File: src/rtl/lcd_pkg.sv
// Shared definitions for the HD44780 custom instructions (read and write side).
package lcd_pkg;

  localparam int T_AS_DEF     = 3;
  localparam int T_EN_DEF     = 15;
  localparam int T_HOLD_DEF   = 2;
  localparam int T_GAP_DEF    = 10;
  localparam int POLL_MAX_DEF = 4096;

  localparam int TIMER_W = 8;

  typedef logic [2:0] state_t;
  localparam state_t S_IDLE  = 3'd0;
  localparam state_t S_SETUP = 3'd1;
  localparam state_t S_PULSE = 3'd2;
  localparam state_t S_HOLD  = 3'd3;
  localparam state_t S_GAP   = 3'd4;
  localparam state_t S_DONE  = 3'd5;

  localparam int RES_BYTE    = 0;
  localparam int RES_TIMEOUT = 8;
  localparam int ARG_RS      = 0;
  localparam int ARG_POLL    = 1;

endpackage

File: src/rtl/lcd_reader_if.sv
// Custom-instruction handshake plus LCD pin group of the LCD read instruction.
interface lcd_reader_if;
  logic        clk_en;
  logic        start;
  logic [31:0] dataa;
  logic        done;
  logic [31:0] result;
  logic [7:0]  lcd_data_in;
  logic        busy;
  logic        rw;
  logic        rs;
  logic        en;

  modport master (
    output clk_en, start, dataa, lcd_data_in,
    input  done, result, busy, rw, rs, en
  );

  modport slave (
    input  clk_en, start, dataa, lcd_data_in,
    output done, result, busy, rw, rs, en
  );
endinterface

File: src/rtl/lcd_phase_timer.sv
// Loadable down-counter timing each bus phase; holds at zero and freezes with clk_en.
module lcd_phase_timer
  import lcd_pkg::*;
#(
  parameter int W = TIMER_W
) (
  input  logic         clk,
  input  logic         reset_n,
  input  logic         clk_en,
  input  logic         load,
  input  logic [W-1:0] load_val,
  output logic         zero
);

  logic [W-1:0] cnt;

  always_ff @(posedge clk or negedge reset_n) begin
    if (!reset_n) begin
      cnt <= '0;
    end else if (clk_en) begin
      if (load)
        cnt <= load_val;
      else if (cnt != '0)
        cnt <= cnt - W'(1);
    end
  end

  assign zero = (cnt == '0);

endmodule

File: src/rtl/lcd_reader.sv
// Multi-cycle custom instruction performing HD44780 read cycles, single or BF-poll.
module lcd_reader
  import lcd_pkg::*;
#(
  parameter int T_AS     = T_AS_DEF,
  parameter int T_EN     = T_EN_DEF,
  parameter int T_HOLD   = T_HOLD_DEF,
  parameter int T_GAP    = T_GAP_DEF,
  parameter int POLL_MAX = POLL_MAX_DEF
) (
  input logic         clk,
  input logic         reset_n,
  lcd_reader_if.slave bus
);

  localparam int CW = $clog2(POLL_MAX + 1);
  localparam logic [CW-1:0] POLL_LIM = CW'(POLL_MAX);

  state_t             state;
  state_t             next_state;
  logic [CW-1:0]      poll_cnt;
  logic               poll_q;
  logic               rs_q;
  logic [8:0]         res_q;
  logic               en_q;
  logic               rw_q;
  logic               busy_q;
  logic               done_q;
  logic               t_zero;
  logic               t_load;
  logic [TIMER_W-1:0] t_val;
  logic               last_pulse;
  logic               unused_dataa;

  assign unused_dataa = ^bus.dataa[31:2];
  assign last_pulse   = (state == S_PULSE) && t_zero;

  always_comb begin
    next_state = state;
    case (state)
      S_IDLE:  if (bus.start) next_state = S_SETUP;
      S_SETUP: if (t_zero) next_state = S_PULSE;
      S_PULSE: if (t_zero) next_state = S_HOLD;
      S_HOLD:
        if (t_zero) begin
          if (poll_q && res_q[RES_BYTE+7] && poll_cnt < POLL_LIM)
            next_state = S_GAP;
          else
            next_state = S_DONE;
        end
      S_GAP:   if (t_zero) next_state = S_SETUP;
      S_DONE:  next_state = S_IDLE;
      default: next_state = S_IDLE;
    endcase
  end

  // Every state change reloads the timer with the length of the phase being entered
  always_comb begin
    t_load = (next_state != state);
    case (next_state)
      S_SETUP: t_val = TIMER_W'(T_AS - 1);
      S_PULSE: t_val = TIMER_W'(T_EN - 1);
      S_HOLD:  t_val = TIMER_W'(T_HOLD - 1);
      S_GAP:   t_val = TIMER_W'(T_GAP - 1);
      default: t_val = '0;
    endcase
  end

  lcd_phase_timer #(.W(TIMER_W)) u_timer (
    .clk      (clk),
    .reset_n  (reset_n),
    .clk_en   (bus.clk_en),
    .load     (t_load),
    .load_val (t_val),
    .zero     (t_zero)
  );

  always_ff @(posedge clk or negedge reset_n) begin
    if (!reset_n) begin
      state    <= S_IDLE;
      poll_cnt <= '0;
      poll_q   <= 1'b0;
      rs_q     <= 1'b0;
      res_q    <= '0;
      en_q     <= 1'b0;
      rw_q     <= 1'b0;
      busy_q   <= 1'b0;
      done_q   <= 1'b0;
    end else if (bus.clk_en) begin
      state  <= next_state;
      en_q   <= (next_state == S_PULSE);
      rw_q   <= (next_state != S_IDLE) && (next_state != S_DONE);
      busy_q <= (next_state != S_IDLE) && (next_state != S_DONE);
      done_q <= (next_state == S_DONE);
      if (state == S_IDLE && bus.start) begin
        rs_q               <= bus.dataa[ARG_RS];
        poll_q             <= bus.dataa[ARG_POLL] & ~bus.dataa[ARG_RS];
        poll_cnt           <= '0;
        res_q[RES_TIMEOUT] <= 1'b0;
      end
      // Single sample per pulse, taken while en is still high
      if (last_pulse) begin
        res_q[RES_BYTE +: 8] <= bus.lcd_data_in;
        if (poll_cnt != POLL_LIM)
          poll_cnt <= poll_cnt + CW'(1);
      end
      if (state == S_HOLD && t_zero && poll_q && res_q[RES_BYTE+7] && poll_cnt == POLL_LIM)
        res_q[RES_TIMEOUT] <= 1'b1;
    end
  end

  assign bus.en     = en_q;
  assign bus.rw     = rw_q;
  assign bus.rs     = rs_q;
  assign bus.busy   = busy_q;
  assign bus.done   = done_q;
  assign bus.result = {23'b0, res_q};

endmodule
File: src/flat_wrapper.sv
// flat-port wrapper written by rule: the top's interface ports become plain ports
module lcd_reader_flat import lcd_pkg::*;
#(
  parameter int T_AS     = T_AS_DEF,
  parameter int T_EN     = T_EN_DEF,
  parameter int T_HOLD   = T_HOLD_DEF,
  parameter int T_GAP    = T_GAP_DEF,
  parameter int POLL_MAX = POLL_MAX_DEF
)
  (clk, reset_n, bus_clk_en, bus_start, bus_dataa, bus_lcd_data_in, bus_done, bus_result, bus_busy, bus_rw, bus_rs, bus_en);
  lcd_reader_if bus_i ();
  input logic clk;
  input logic reset_n;
  input wire logic [$bits(bus_i.clk_en)-1:0] bus_clk_en;
  input wire logic [$bits(bus_i.start)-1:0] bus_start;
  input wire logic [$bits(bus_i.dataa)-1:0] bus_dataa;
  input wire logic [$bits(bus_i.lcd_data_in)-1:0] bus_lcd_data_in;
  output wire logic [$bits(bus_i.done)-1:0] bus_done;
  output wire logic [$bits(bus_i.result)-1:0] bus_result;
  output wire logic [$bits(bus_i.busy)-1:0] bus_busy;
  output wire logic [$bits(bus_i.rw)-1:0] bus_rw;
  output wire logic [$bits(bus_i.rs)-1:0] bus_rs;
  output wire logic [$bits(bus_i.en)-1:0] bus_en;
  assign bus_i.clk_en = bus_clk_en;
  assign bus_i.start = bus_start;
  assign bus_i.dataa = bus_dataa;
  assign bus_i.lcd_data_in = bus_lcd_data_in;
  assign bus_done = bus_i.done;
  assign bus_result = bus_i.result;
  assign bus_busy = bus_i.busy;
  assign bus_rw = bus_i.rw;
  assign bus_rs = bus_i.rs;
  assign bus_en = bus_i.en;
  lcd_reader #(.T_AS(T_AS), .T_EN(T_EN), .T_HOLD(T_HOLD), .T_GAP(T_GAP), .POLL_MAX(POLL_MAX)) u_core (.clk(clk), .reset_n(reset_n), .bus(bus_i));
endmodule
File: config.mk
export PLATFORM = sky130hd
export DESIGN_NAME = lcd_reader_flat
export DESIGN_NICKNAME = d
export VERILOG_FILES = /design/src/rtl/lcd_pkg.sv /design/src/rtl/lcd_reader_if.sv /design/src/rtl/lcd_phase_timer.sv /design/src/rtl/lcd_reader.sv /design/src/flat_wrapper.sv
export SDC_FILE = /design/constraint.sdc
export NUM_CORES = 1
export LEC_CHECK = 0
export CAP_MARGIN = 20
export CORE_MARGIN = 1
export CORE_UTILIZATION = 35
export CTS_BUF_LIST = sky130_fd_sc_hd__clkbuf_16
export CTS_CLUSTER_DIAMETER = 30
export DETAILED_ROUTE_END_ITERATION = 8
export HOLD_SLACK_MARGIN = 0.15
export PLACE_DENSITY_LB_ADDON = 0.15
export SLEW_MARGIN = 20
export SYNTH_ARGS = -nofsm -noshare
export SYNTH_HDL_FRONTEND = slang
export SYNTH_HIERARCHICAL = 1
export SYNTH_SLANG_ARGS = --single-unit
File: constraint.sdc
create_clock -name clk -period 3.05 [get_ports clk]
set_clock_uncertainty 0.2 [all_clocks]
set_input_delay 0.305 -clock clk [delete_from_list [all_inputs] [get_ports clk]]
set_output_delay 0.305 -clock clk [all_outputs]
set_load 0.02 [all_outputs]
==> flow_metrics.py <==
metrics = {
    "global_routing": {
        "antenna_found_initial": 0,
        "grt_pass1_vias": 1853,
        "grt_pass1_wl_um": 9000,
        "grtUsageTotal_pct": 15.3,
        "grt_max_degree": 39,
        "gr-total-overflow": 0,
    },
    "placement": {
        "port_buffers": 27,
        "hpwlAfterDp_um": 3530,
        "place_congestion": 0.778,
    },
    "timing": {
        "fin_crit_sh_pct": 92.3,
        "holdWs_ns": 0.272,
        "finalSetupViolCount": 0,
        "max_slew.worst_pin.slew_ns": 0.886,
        "rsz0062_at_grt": "false",
        "min_period_ns": 2.82,
        "hold_viol": 0,
        "tns_ns": 0,
        "slew_viol_final": 0,
        "slew_headroom_pct": 40.9,
        "fmax_mhz": 355,
    },
    "logic_synthesis": {
        "syn_area_um2": 2450,
        "synth-edff-count": 0,
        "synth_seq_area_share_pct": 38.8,
        "netlist_instances": 277,
        "ys_seq_elements": 38,
        "ys_warn_count": 6,
        "synth_cell_types": 59,
        "synth-main-ff-cell": "dfrtp_1",
        "ys_async_sr_fraction_pct": 100,
        "post_synth.cell_area_avg_um2": 8.84,
    },
    "layout": {
        "multiInputGateArea_um2": 1310,
        "layout-drive-gt1-share_pct": 10.8,
        "area_growth_pct": 18.8,
        "fill_cells": 679,
        "final_common_cell": "dfrtp_1",
        "antenna_cells": 0,
        "layout.nets": 351,
        "mostFrequentLayoutCells": "38 x dfrtp_1, 35 x nand2_1, 27 x conb_1, 26 x clkdlybuf4s50_1, 15 x nor2_1",
        "seq_area_um2": 951,
    },
    "setup_path": {
        "startpoint_type": "register",
        "cp_data_arrival_time_ns": 2.83,
        "reg2regPathDepth": 10,
        "crit_chain": "inv_1, ha_1, or3b_1, nor2_2, nand2b_1, o21ai_0, a21oi_2, o31ai_4, or4_1, nand3_1",
        "r2r_slack_ns": 0.23,
        "crit_path_end": "u_core/u_timer/cnt[5]",
        "r2r_end": "u_core/u_timer/cnt[5]",
        "path_max_fanout": 7,
        "max_stage_delay_ns": 0.49,
        "slowest_stage": "or4_1",
        "r2r_start": "u_core/u_timer/cnt[0]",
        "crit_path_start": "u_core/u_timer/cnt[0]",
        "criticalPathCategory": "register to register",
        "required_ns": 3.07,
        "end_kind": "register",
    },
    "clock_network": {
        "path_clk_slew_ns": 0.06,
        "clkLatencyLatePin_ns": 0.28,
        "clockBufferDepth": 2,
        "tritoncts": "built",
        "clock_sinks": 38,
        "h-tree-depth": 2,
        "cts_made_buffers": 5,
        "clockRootBuffer": "clkbuf_16",
    },
    "run_status": {
        "failed_checks": "DRC",
        "status": "finished with violations",
    },
    "power_and_ir_drop": {
        "power_density_nw_per_um2": 591,
        "leakage_nw": 1.29,
        "max-vdd-ir-drop_mv": 0.200,
    },
    "floorplanning": {
        "die_h_um": 85.7,
        "row_count": 30,
        "top_level_ports": 81,
        "coreArea_um2": 6790,
        "fp.dieW_um": 85.7,
        "start_util_pct": 36.1,
        "dieArea_um2": 7340,
    },
    "detailed_routing": {
        "drt_iter0_markers": 96,
        "num_vias": 1994,
        "antenna_left": 0,
        "via_per_inst": 4.97,
        "drc": 1,
        "wl_per_cell_um": 12.8,
        "drt-total-wl_um": 5150,
        "dr.pass1.iters": 6,
    },
    "run": {
        "maxCapViolCount": 0,
    },
    "min_path": {
        "holdCritPathClass": "register to register",
    },
}
[cells by family (layout without fill, tap and decap cells)]
group / Yosys count / count (layout) / share of synthesized area [%]
and+or+nand+nor: 117 / 117 / 26.8
AOI/OAI and AO/OA: 63 / 63 / 18.1
buffers and inverters: 50 / 52 / 12.4
DFF: 38 / 38 / 38.8
muxes: 5 / 5 / 2.25
adders and majority gates: 3 / 3 / 1.53
other: 1 / 27 / 0.153
[synth_stat cells, drive strengths merged, types with 2 or more instances]
cell | number | area share [%]
a221o | 4 | 1.6
nand2b | 4 | 1.0
clkbuf | 8 | 1.2
mux2 | 4 | 1.8
a21oi | 12 | 2.5
dfrtp | 38 | 39
inv | 7 | 1.1
nand3 | 7 | 1.4
or4b | 2 | 0.82
nor2 | 16 | 2.5
a22o | 3 | 1.1
o31ai | 4 | 1.8
nor3 | 7 | 1.4
o21ai | 16 | 3.3
nand4 | 5 | 1.3
nor4b | 5 | 2.4
buf | 35 | 10
and2 | 2 | 0.51
nand3b | 2 | 0.61
nor2b | 4 | 1.0
a22oi | 5 | 1.5
ha | 3 | 1.5
a32o | 2 | 0.82
a211o | 3 | 1.1
nand2 | 36 | 5.6
and3 | 9 | 2.3
or4 | 2 | 0.77
a31oi | 2 | 0.51
nor4 | 9 | 2.6
[critical path: cells and delay by family (launching register included)]
kind	cells	cell delay [ns]
compound gates	3	0.48
fa+ha+maj	1	0.17
buf+inv	1	0.09
flops	1	0.41
simple gates	5	1.40
[flip-flops by register name, indices dropped and copies added, names as in the netlist]
name                cells
u_core/bus.busy         1
u_core/bus.done         1
u_core/bus.en           1
u_core/bus.rs           1
u_core/poll_cnt        13
u_core/poll_q           1
u_core/res_q            9
u_core/state            3
u_core/u_timer/cnt      8
[through the flow]
stage / instances / power, W / setup slack, ns / instance area (um2) / util, %
6_report: 401 / 0.00172 / 0.234 / 2910 / 42.9
5_1_grt: 401 / 0.00184 / 0.00765 / 2910 / 42.9
4_1_cts: 401 / 0.00174 / 0.140 / 2900 / 42.7
3_5_place_dp: 392 / 0.00114 / 0.152 / 2730 / 40.1
3_3_place_gp: 392 / 0.00114 / 0.184 / 2730 / 40.1
2_1_floorplan: 303 / 0.00105 / 0.0412 / 2550 / -
[power by group]
group	internal (W)	switching (W)	total, W
Clock	0.000383	0.000206	0.000588
Sequential	0.000585	0.000116	0.000701
Combinational	0.000200	0.000231	0.000431
[layout make-up]
type                            count  area share [%]
Clock inverter                      3            1.38
Tap cell                           96            4.13
Clock buffer                        5            4.30
Timing Repair Buffer               37            11.8
Multi-Input combinational cell    215            44.9
Inverter                            7           0.902
Sequential cell                    38            32.7
[metal layers]
metal  share of wire, %  track usage (%)  wire [um]  vias to the layer above
li1                   -                -          -                     1010
met1                 49             21.1       2540                      944
met2                 46             24.1       2360                       35
met3                3.6             3.46        186                        5
met4                1.2             4.55         61                        0
met5                  0                0          0                        -
[what timing repair did]
item	CTS	global route
buffers inserted	0	0
endpoints found under the hold margin	38	0
hold buffers	1	0
resized for setup	0	2
setup endpoints to repair	0	3
[worst min path at each step]
stage               slack (ns)              end       startpoint  cells past startpoint
floorplan                -0.19  u_core/bus.busy          reset_n                      0
global placement          0.26  u_core/res_q[6]  u_core/res_q[6]                      2
global route              0.30  u_core/res_q[1]  u_core/res_q[1]                      2
finish                    0.27  u_core/res_q[1]  u_core/res_q[1]                      2
CTS                       0.28  u_core/res_q[1]  u_core/res_q[1]                      2
detailed placement        0.26  u_core/res_q[1]  u_core/res_q[1]                      2
(Power assumes the default switching activity.)
